==> config.mk <==
export PLATFORM = sky130hd
export DESIGN_NAME = instr_decoder
export DESIGN_NICKNAME = d
export VERILOG_FILES = /design/src/rtl/instr_decoder_pkg.sv /design/src/rtl/instr_decoder_mon.sv /design/src/rtl/instr_decoder.sv
export SDC_FILE = /design/constraint.sdc
export NUM_CORES = 1
export LEC_CHECK = 0
export BUFFER_PORTS_ARGS = -buffer_cell sky130_fd_sc_hd__buf_2
export CAP_MARGIN = 20
export CORE_UTILIZATION = 45
export CTS_CLUSTER_DIAMETER = 120
export DETAILED_ROUTE_END_ITERATION = 10
export PLACE_DENSITY_LB_ADDON = 0.15
export SYNTH_ARGS = -nofsm -noshare
export SYNTH_HDL_FRONTEND = slang
export SYNTH_SLANG_ARGS = --single-unit
==> constraint.sdc <==
create_clock -name clk -period 1.8 [get_ports clk]
set_input_delay 0.36 -clock clk [delete_from_list [all_inputs] [get_ports clk]]
set_output_delay 0.36 -clock clk [all_outputs]
set_load 0.02 [all_outputs]
==> src/rtl/instr_decoder_pkg.sv <==
// Shared MIPS decode constants: opcodes, function codes and Tnew latency classes.
// Also consumed by the E/M/W pipeline registers for Tnew bookkeeping.
package instr_decoder_pkg;

  localparam logic [5:0] OP_RTYPE = 6'h00;
  localparam logic [5:0] OP_ORI   = 6'h0D;
  localparam logic [5:0] OP_LUI   = 6'h0F;
  localparam logic [5:0] OP_LW    = 6'h23;
  localparam logic [5:0] OP_SW    = 6'h2B;
  localparam logic [5:0] OP_BEQ   = 6'h04;
  localparam logic [5:0] OP_JAL   = 6'h03;

  localparam logic [5:0] FN_ADDU  = 6'h21;
  localparam logic [5:0] FN_SUBU  = 6'h23;
  localparam logic [5:0] FN_JR    = 6'h08;

  localparam logic [1:0] T_PC     = 2'd0;
  localparam logic [1:0] T_ALU    = 2'd1;
  localparam logic [1:0] T_DM     = 2'd2;

  typedef struct packed {
    logic addu;
    logic subu;
    logic ori;
    logic lui;
    logic lw;
    logic jal;
    logic sw;
    logic beq;
    logic jr;
  } dec_flags_t;

  // Result latency: ALU ops produce in E, loads in M, everything else produces nothing.
  function automatic logic [1:0] tnew_of(input dec_flags_t f);
    logic [1:0] t;
    t = T_PC;
    if (f.addu || f.subu || f.ori || f.lui) t = T_ALU;
    else if (f.lw)                          t = T_DM;
    return t;
  endfunction

endpackage

==> src/rtl/instr_decoder_mon.sv <==
// Clocked illegal-instruction monitor: sticky flag, saturating count and first offending opcode.
module instr_decoder_mon
  import instr_decoder_pkg::*;
#(
  parameter int CNT_W = 8
) (
  input  logic             clk,
  input  logic             reset,
  input  logic             valid,
  input  logic             illegal,
  input  logic [5:0]       op,
  output logic             illegal_seen,
  output logic [CNT_W-1:0] illegal_cnt,
  output logic [5:0]       first_bad_op
);

  localparam logic [CNT_W-1:0] CNT_MAX = '1;

  logic             seen_q, seen_d;
  logic [CNT_W-1:0] cnt_q, cnt_d;
  logic [5:0]       bad_op_q, bad_op_d;

  always_comb begin
    seen_d   = seen_q;
    cnt_d    = cnt_q;
    bad_op_d = bad_op_q;
    if (valid && illegal) begin
      seen_d = 1'b1;
      if (cnt_q != CNT_MAX) cnt_d = cnt_q + 1'b1;
      // Only the very first offender is kept for debug.
      if (!seen_q) bad_op_d = op;
    end
  end

  always_ff @(posedge clk) begin
    if (!reset) begin
      seen_q   <= 1'b0;
      cnt_q    <= '0;
      bad_op_q <= '0;
    end else begin
      seen_q   <= seen_d;
      cnt_q    <= cnt_d;
      bad_op_q <= bad_op_d;
    end
  end

  assign illegal_seen = seen_q;
  assign illegal_cnt  = cnt_q;
  assign first_bad_op = bad_op_q;

endmodule

==> src/rtl/instr_decoder.sv <==
// Combinational MIPS opcode/function decoder with Tnew class and an illegal-encoding monitor.
// Define INSTR_DECODER_EXT_EN to decode sw/beq/jr; otherwise they are reported as illegal.
module instr_decoder
  import instr_decoder_pkg::*;
#(
  parameter int CNT_W = 8
) (
  input  logic             clk,
  input  logic             reset,
  input  logic             valid,
  input  logic [5:0]       op,
  input  logic [5:0]       func,
  output logic             addu,
  output logic             subu,
  output logic             ori,
  output logic             lui,
  output logic             lw,
  output logic             jal,
  output logic             sw,
  output logic             beq,
  output logic             jr,
  output logic             nop,
  output logic             illegal,
  output logic [1:0]       tnew,
  output logic             illegal_seen,
  output logic [CNT_W-1:0] illegal_cnt,
  output logic [5:0]       first_bad_op
);

  dec_flags_t flags;
  logic       rtype;

  assign rtype = (op == OP_RTYPE);

  always_comb begin
    flags      = '0;
    flags.addu = rtype && (func == FN_ADDU);
    flags.subu = rtype && (func == FN_SUBU);
    flags.ori  = (op == OP_ORI);
    flags.lui  = (op == OP_LUI);
    flags.lw   = (op == OP_LW);
    flags.jal  = (op == OP_JAL);
`ifdef INSTR_DECODER_EXT_EN
    flags.sw   = (op == OP_SW);
    flags.beq  = (op == OP_BEQ);
    flags.jr   = rtype && (func == FN_JR);
`else
    flags.sw   = 1'b0;
    flags.beq  = 1'b0;
    flags.jr   = 1'b0;
`endif
  end

  assign addu    = flags.addu;
  assign subu    = flags.subu;
  assign ori     = flags.ori;
  assign lui     = flags.lui;
  assign lw      = flags.lw;
  assign jal     = flags.jal;
  assign sw      = flags.sw;
  assign beq     = flags.beq;
  assign jr      = flags.jr;

  // All-zero word is the pipeline bubble, never an illegal instruction.
  assign nop     = rtype && (func == 6'd0);
  assign illegal = !(|flags) && !nop;
  assign tnew    = tnew_of(flags);

  instr_decoder_mon #(
    .CNT_W(CNT_W)
  ) u_mon (
    .clk          (clk),
    .reset        (reset),
    .valid        (valid),
    .illegal      (illegal),
    .op           (op),
    .illegal_seen (illegal_seen),
    .illegal_cnt  (illegal_cnt),
    .first_bad_op (first_bad_op)
  );

endmodule

==> reports/results.ini, run 1 <==
[pwr]
clkPwrFrac_pct = 27.4
ir_worst_vdd_v = 0.0004443
internal_power_uw = 493.2
power_uw = 692.3
p_leak_nw = 0.6004
net-switching-power_uw = 199.1
comb_power_share_pct = 20.8
sw_frac_of_total_pct = 28.76
p_per_area_nw_per_um2 = 562.9
p_seq_share_pct = 51.8

[cts]
tritoncts = built
clk_pin_slew_worst_paths_ps = 80
cts_buffers = 3
cts_buffer_depth = 2
clkLatencyLatePin_ps = 280
cts-root-buf = clkbuf_4
post-cts-setup-buffer-count = 0
cts.sinks = 15
cts-htree-levels = 1

[sta]
fin_crit_sh_pct = 96.16
maxSlewViolCount = 0
skew_ps = 4.802
rsz0062_at_grt = no
fin_ws_ps = 69.03
fmax_mhz = 577.7
hold_violations = 0
fin_crit_ps = 1731
setup_viol = 0
tns_ps = 0

[critical_path]
timing.rr.start = u_mon.illegal_cnt[0]
crit_fanout = 4
critPathMaxStageDelay_ps = 270
cp.required_ps = 1440
cp_common_cell = buf_2
critPathBufInv = 3
arrival_ps = 1370
end_kind = output pin
crit_start = op[0]
critPathLaunchType = input port
critPathKind = input port to output pin
path_cells = buf_2 -> nor4_1 -> buf_4 -> o2111a_1 -> nor2_1 -> buf_2
cpLargestDelayFamily = buffers and inverters
critPathSlowestCell = nor4_1

[route]
viasPerCell = 5.167
wl_um = 2098
firstDrtPassIters = 4
wl_per_cell_um = 10.93
drc = 0
vias = 992
drt_iter0_markers = 34
drtAntennaViolNets = 0

[cells_and_area]
antenna_cells = 0
fin_nets = 182
layout.cells.most_common_list = buf_2, nand2_1, dfxtp_1
finalInstanceArea_um2 = 1230
area_growth_syn_to_layout_pct = 31.07
final_common_cell = buf_2
drive_gt1_share_pct = 34.55

[run_status]
status = finished, final reports clean

[placement]
dpl_cell_area_um2 = 1201
place_congestion = 0.8650
port_buffers = 39
dp_hpwl_um = 1647
pre_cts_ws_ps = 12.10

[global_route]
grt_overflow = 0
antenna_found_initial = 0
grt_usage_pct = 18.51
grt_max_degree = 24
grt_pass1_wl_um = 2939
grt_pass1_vias = 708

[synth]
synth_area_leaders = dfxtp_1, mux2i_1, nand2_1
syn-cell-area_um2 = 938.4
yosys_warnings = 0
ys_ff_latch = 15
synth_area_per_cell_um2 = 8.021
syn_inst = 117
synth_top_area_share_pct = 32.00
synth.largest_area_cell = dfxtp_1
synth.distinct_cells = 32
ys_seq_area_share_pct = 32.00

[floorplan]
die_h_um = 47.67
core_um2 = 1962
die_w_um = 47.67
ios = 43
rows = 16
start_util_pct = 47.83
fp.dieArea_um2 = 2272

[min_path]
hp-class = input port to flop
hold_path_startpoint = op[4]

[job]
drv_cap = 0

==> final timing paths <==
path	to	slack [ps]	depth (start not counted)
max	illegal	70	6
min	u_mon.first_bad_op[4]	350	3
max reg2reg	u_mon.illegal_cnt[4]	250	5
min reg2reg	u_mon.first_bad_op[1]	460	2
==> cells by family after synthesis <==
kind of cell               Yosys count  synth area share [%]
buffers and inverters               11                 7.199
other                                1                0.3996
AOI/OAI and AO/OA                   12                 8.667
DFF                                 15                 32.00
and+or+nand+nor                     66                 38.67
adders and majority gates            1                 1.333
muxes                               11                 11.73
==> what timing repair did <==
action	in CTS	in global routing
hold buffers	0	0
setup endpoints to repair	0	1
resized for setup	0	1
==> power groups by stage <==
| stage | combinational [mW] | sequential (mW) | clock, mW |
|---|---|---|---|
| floorplan | 0.0705 | 0.384 | 0 |
| global placement | 0.142 | 0.365 | 0 |
| detailed placement | 0.144 | 0.367 | 0 |
| CTS | 0.145 | 0.359 | 0.191 |
| global route | 0.158 | 0.361 | 0.216 |
| finish | 0.144 | 0.359 | 0.189 |
==> metrics by stage <==
step                      utilization, %  hold WS, ps  cells
after floorplan                        -        502.2    119
after global placement             61.22        441.7    188
after detailed placement           61.22        443.0    188
after CTS                          62.56        346.6    192
after global routing               62.69        354.6    192
final                              62.69        350.9    192
==> cell usage after synthesis <==
cell and number:
a211oi_1 1, nor4b_1 2, a31oi_1 3, and3_2 3, and3b_1 1, and2_1 2, nor2b_1 2, and4_1 3
nor4_1 3, o2111ai_1 1, o2111a_1 1, nand2_1 23, nor2_1 9, nand2b_1 5, dfxtp_1 15, mux2i_1 11
conb_1 1, nor3b_1 1, buf_4 3, o21ai_0 3, o31ai_1 1, nand4_1 3, ha_1 1, o21a_1 1
clkbuf_1 3, nor3_1 4, a21oi_1 1, inv_1 3, or4_1 1, nor4b_4 1, buf_6 2, nand3_1 3
==> worst reg2reg max path: cells and delay by family, from the launching register on <==
kind	cells	cell delay (ps)
and+or+nand+nor	3	640
DFF	1	390
adders and majority gates	1	240
muxes	1	210
==> layer usage <==
layer  vias to the layer above  track usage [%]  wire length (um)
met5                         -                0                 0
met4                         0            6.667                27
met3                         4            3.396               103
met2                        31            28.22               998
met1                       443            26.08               968
li1                        514                -                 -
==> sequential cells by signal (all words and copies together), names as in the netlist <==
name,cells
u_mon.illegal_cnt,8
u_mon.first_bad_op,6
u_mon.illegal_seen,1
==> final cells by class <==
class	count	area (um2)
Timing Repair Buffer	50	280.3
Tap cell	27	33.78
Sequential cell	15	300.3
Clock buffer	4	26.28
Inverter	3	11.26
Fill cell	190	732.0
Multi-Input combinational cell	93	578.1
Power figures use the tool's default switching activity.
==> run 2, diff against run 1 <==
--- a/config.mk
+++ b/config.mk
@@ -7,6 +7,7 @@
 export LEC_CHECK = 0
 export BUFFER_PORTS_ARGS = -buffer_cell sky130_fd_sc_hd__buf_2
 export CAP_MARGIN = 20
+export CORE_MARGIN = 2
 export CORE_UTILIZATION = 45
 export CTS_CLUSTER_DIAMETER = 120
 export DETAILED_ROUTE_END_ITERATION = 10
==> reports/results.ini, run 2 (synthesized netlist as in run 1, its figures left out) <==
[run_status]
status = finished, final reports clean

[critical_path]
critPathSlowestCell = o21a_1
arrival_ps = 1340  ; -30 ps
r2r_cells = 5  ; unchanged
crit_start = op[1]
critPathKind = input port to output pin
timing.rr.start = u_mon.illegal_cnt[0]
r2r_slack_ps = 310  ; +60 ps
crit_fanout = 8  ; +4
reg2reg_to = u_mon.illegal_cnt[7]
critPathMaxStageDelay_ps = 350  ; +80 ps
critPathLaunchType = input port
endpoint = illegal
cp.required_ps = 1440  ; about the same
cp_common_cell = buf_2
path_cells = buf_2 -> nor3b_1 -> o21a_1 -> nor2_1 -> buf_2
end_kind = output pin

[global_route]
grt_pass1_wl_um = 3463  ; +18%
grt_usage_pct = 17.42  ; -1.1 points
grt_max_degree = 24  ; unchanged
grt_pass1_vias = 848  ; +20%
antenna_found_initial = 0  ; unchanged
grt_overflow = 0  ; unchanged

[route]
firstDrtPassIters = 4  ; unchanged
wl_um = 2213  ; +5.5%
routed.top_layer = met3
vias = 1005  ; +1.3%
viasPerCell = 5.262  ; +1.8%
drt_iter0_markers = 22  ; -35%
wl_per_cell_um = 11.59  ; +6.0%
met1_length_um = 1011  ; +4.4%
drtAntennaViolNets = 0  ; unchanged
wl_met3_um = 88  ; -15%
wl_met2_um = 1113  ; +12%
drc = 0  ; unchanged

[cts]
cts_buffer_depth = 2  ; unchanged
clk_pin_slew_worst_paths_ps = 80  ; about the same
tritoncts = built
post-cts-setup-buffer-count = 0  ; unchanged
cts.sinks = 15  ; unchanged
cts-resized-gates = 0  ; unchanged
cts-root-buf = clkbuf_4
cts-htree-levels = 1  ; unchanged
cts_buffers = 3  ; unchanged
clkLatencyLatePin_ps = 280  ; about the same
cts_hold_buf = 0  ; unchanged

[floorplan]
fp.dieArea_um2 = 2467  ; +8.6%
die_h_um = 49.67  ; +4.2%
die_w_um = 49.67  ; +4.2%
ios = 43  ; unchanged
rows = 16  ; unchanged
core_um2 = 1962  ; unchanged
start_util_pct = 47.83  ; unchanged

[sta]
fin_crit_sh_pct = 94.29  ; -1.9 points
fin_crit_ps = 1697  ; -33.70 ps
fmax_mhz = 589.2  ; +2.0%
setup_viol = 0  ; unchanged
rsz0062_at_grt = no
fin_ws_ps = 102.7  ; +33.70 ps
tns_ps = 0  ; unchanged
hold_violations = 0  ; unchanged
skew_ps = 5.207  ; +0.4047 ps
maxSlewViolCount = 0  ; unchanged

[cells_and_area]
layout.cells.most_common_list = buf_2, nand2_1, dfxtp_1
antenna_cells = 0  ; unchanged
n_fill_cell = 201  ; +5.8%
drive_gt1_share_pct = 34.76  ; +0.21 points
largest_reg_flops = 8  ; unchanged
area_growth_syn_to_layout_pct = 30.93
fin_nets = 181  ; -0.55%
final_common_cell = buf_2

[job]
drv_cap = 0  ; unchanged

[pwr]
ir_worst_vdd_v = 0.0004523  ; +1.8%
p_per_area_nw_per_um2 = 564.8  ; +0.34%
p_leak_nw = 0.5959  ; -0.75%

[placement]
dp_hpwl_um = 1758  ; +6.8%
pre_cts_ws_ps = 45.89  ; +33.79 ps
port_buffers = 39  ; unchanged
place_congestion = 0.8511  ; -1.6%

[min_path]
hp-class = input port to flop

## run 2: worst max-delay path: cells and delay by family
kind	cells	cell delay (ps)
AND/OR/NAND/NOR	2	330
buffers and inverters	2	290
AO/OA/AOI/OAI	1	350
## run 2: final cells by class
cell class	count	area [um2]	share of cell area [%]
tap	27	33.78	2.749
clock buffer	4	26.28	2.138
multi-input combinational	93	584.3	47.56
sequential	15	300.3	24.44
inverter	3	11.26	0.9165
timing repair buffer	49	272.8	22.20
## run 2: worst min path at each step
stage	from	end	slack [ps]	cells past startpoint
global route	op[4]	u_mon.first_bad_op[4]	350	3
global placement	u_mon.first_bad_op[4]	u_mon.first_bad_op[4]	440	2
floorplan	op[0]	u_mon.first_bad_op[0]	500	2
CTS	op[4]	u_mon.first_bad_op[4]	350	3
finish	op[4]	u_mon.first_bad_op[4]	350	3
detailed placement	u_mon.first_bad_op[1]	u_mon.first_bad_op[1]	450	2
## run 2: metal layers
| metal | GRT usage (%) | up-vias |
|---|---|---|
| met5 | 0 | - |
| met1 | 21.36 | 476 |
| met3 | 3.030 | 0 |
| li1 | - | 503 |
| met2 | 31.56 | 26 |
| met4 | 3.704 | 0 |
## run 2: per-stage QoR
stage / utilization [%] / hold slack (ps) / area (um2) / cells / power (mW)
4_1_cts: 62.18 / 350.9 / 1220 / 191 / 0.7007
6_report: 62.63 / 353.2 / 1229 / 191 / 0.6940
3_5_place_dp: 60.84 / 452.2 / 1194 / 187 / 0.5103
3_3_place_gp: 60.84 / 440.9 / 1194 / 187 / 0.5065
2_1_floorplan: - / 502.2 / 945.9 / 119 / 0.4547
5_1_grt: 62.63 / 347.9 / 1229 / 191 / 0.7258
## run 2: power by group
part	total [mW]	internal (mW)	switching (mW)
registers	0.358	0.347	0.0112
logic	0.145	0.0598	0.0850
clock network	0.191	0.0859	0.105
total	0.694	0.493	0.201
==> run 3, diff against run 2 <==
--- a/config.mk
+++ b/config.mk
@@ -8,7 +8,7 @@
 export BUFFER_PORTS_ARGS = -buffer_cell sky130_fd_sc_hd__buf_2
 export CAP_MARGIN = 20
 export CORE_MARGIN = 2
-export CORE_UTILIZATION = 45
+export CORE_UTILIZATION = 40
 export CTS_CLUSTER_DIAMETER = 120
 export DETAILED_ROUTE_END_ITERATION = 10
 export PLACE_DENSITY_LB_ADDON = 0.15
==> reports/results.ini, run 3 (synthesized netlist as in run 1, its figures left out) <==
[run_status]
status = finished, final reports clean

[global_route]
grt_pass1_vias = 889  ; +4.8%
grt_overflow = 0  ; unchanged
grt_max_degree = 24  ; unchanged
antenna_found_initial = 0  ; unchanged
grt_usage_pct = 18.00  ; +0.58 points
grt_pass1_wl_um = 3726  ; +7.6%

[cts]
clkLatencyLatePin_ps = 280  ; about the same
cts.sinks = 15  ; unchanged
cts_buffers = 3  ; unchanged
post-cts-setup-buffer-count = 0  ; unchanged
cts_buffer_depth = 2  ; unchanged
tritoncts = built
clk_pin_slew_worst_paths_ps = 80  ; about the same
cts-root-buf = clkbuf_4
cts-htree-levels = 1  ; unchanged

[pwr]
p_leak_nw = 0.5950  ; -0.14%
power_uw = 695.6  ; +0.22%
ir_worst_vdd_v = 0.0005109  ; +13%
p_per_area_nw_per_um2 = 561.5  ; -0.59%

[floorplan]
die_h_um = 52.44  ; +5.6%
rows = 17  ; +1
fp.dieArea_um2 = 2749  ; +11%
die_w_um = 52.44  ; +5.6%
core_um2 = 2212  ; +13%
start_util_pct = 42.42  ; -5.4 points
ios = 43  ; unchanged

[cells_and_area]
drive_gt1_share_pct = 35.76  ; +1.0 points
antenna_cells = 0  ; unchanged
fin_nets = 182  ; +0.55%
layout.cells.non_filler = 193  ; +1.0%
final_util_pct = 56.00  ; -6.6 points
largest_reg_flops = 8  ; unchanged
finalInstanceArea_um2 = 1239  ; +0.81%
final_common_cell = buf_2
layout.cells.most_common_list = buf_2, nand2_1, dfxtp_1
area_growth_syn_to_layout_pct = 32.00

[placement]
placed_cells = 189  ; +1.1%
dp_hpwl_um = 1788  ; +1.7%
place_congestion = 0.8352  ; -1.9%
dpl_cell_area_um2 = 1202  ; +0.73%
port_buffers = 39  ; unchanged

[sta]
fin_crit_ps = 1700  ; +2.870 ps
fmax_mhz = 588.2  ; -0.17%
setup_viol = 0  ; unchanged
fin_crit_sh_pct = 94.45  ; +0.16 points
tightestPinTransition_ps = 546.7
skew_ps = 5.049  ; -0.1573 ps
hold_violations = 0  ; unchanged
max_slew_margin_pct = 63.17
maxSlewViolCount = 0  ; unchanged

[min_path]
hp-class = input port to flop

[route]
firstDrtPassIters = 4  ; unchanged
wl_per_cell_um = 11.63  ; +0.35%
drc = 0  ; unchanged
drtAntennaViolNets = 0  ; unchanged
drt_iter0_markers = 12  ; -45%
wl_um = 2244  ; +1.4%
viasPerCell = 5.140  ; -2.3%
vias = 992  ; -1.3%

[critical_path]
critPathLaunchType = input port
cp.required_ps = 1440  ; about the same
arrival_ps = 1340  ; about the same
critPathKind = input port to output pin
crit_fanout = 4  ; -4
end_kind = output pin

[job]
drv_cap = 0  ; unchanged

==> run 3: cell types whose count changed in the layout (fill, tap and decap cells not counted) <==
cell | before | now
buf_4 | 11 | 12
o2111a_1 | 1 | 0
o2111a_2 | 0 | 1
==> run 3: area by class of cell <==
| type | count | area, um2 |
|---|---|---|
| Multi-Input combinational cell | 93 | 585.6 |
| Fill cell | 217 | 973.4 |
| Clock buffer | 4 | 26.28 |
| Tap cell | 28 | 35.03 |
| Sequential cell | 15 | 300.3 |
| Timing Repair Buffer | 50 | 280.3 |
| Inverter | 3 | 11.26 |
==> run 3: final timing paths <==
| check | depth (start not counted) | slack, ps | from | end |
|---|---|---|---|---|
| max | 6 | 100 | op[0] | illegal |
| min | 3 | 360 | op[4] | u_mon.first_bad_op[4] |
| max reg2reg | 4 | 260 | u_mon.illegal_cnt[4] | u_mon.illegal_cnt[7] |
| min reg2reg | 2 | 460 | u_mon.first_bad_op[0] | u_mon.first_bad_op[0] |
==> run 3: what timing repair did <==
action | CTS | global route
resized for setup | 0 | 3
setup endpoints to repair | 0 | 2
hold buffers | 0 | 0
==> run 3: metal layers <==
metal | up-vias | track usage [%] | routed length [um]
met5 | - | 0 | 0
met4 | 0 | 1.709 | 0
met3 | 0 | 6.286 | 137
met2 | 29 | 29.79 | 1046
met1 | 450 | 23.25 | 1060
li1 | 513 | - | -
==> run 3: metrics by stage <==
step           worst slack (ps)  hold slack [ps]  setup TNS [ps]
3_3_place_gp              2.704            440.3               0
4_1_cts                   11.89            347.5               0
6_report                  99.86            356.1               0
5_1_grt                  -11.99            364.4          -11.99
2_1_floorplan             132.6            502.2               0
3_5_place_dp             -15.83            445.5          -23.58
==> run 3: power by group <==
| group | internal, mW | leakage [nW] | switching [mW] |
|---|---|---|---|
| clock network | 0.0860 | 0.0150 | 0.104 |
| logic | 0.0613 | 0.458 | 0.0853 |
| registers | 0.347 | 0.122 | 0.0118 |
| total | 0.494 | 0.595 | 0.201 |
==> run 3: critical path, cell delays in order <==
cell      delay, ps
buf_2           110
nor4_2          250
buf_4           160
o2111a_2        240
nor2_1           50
buf_2           160
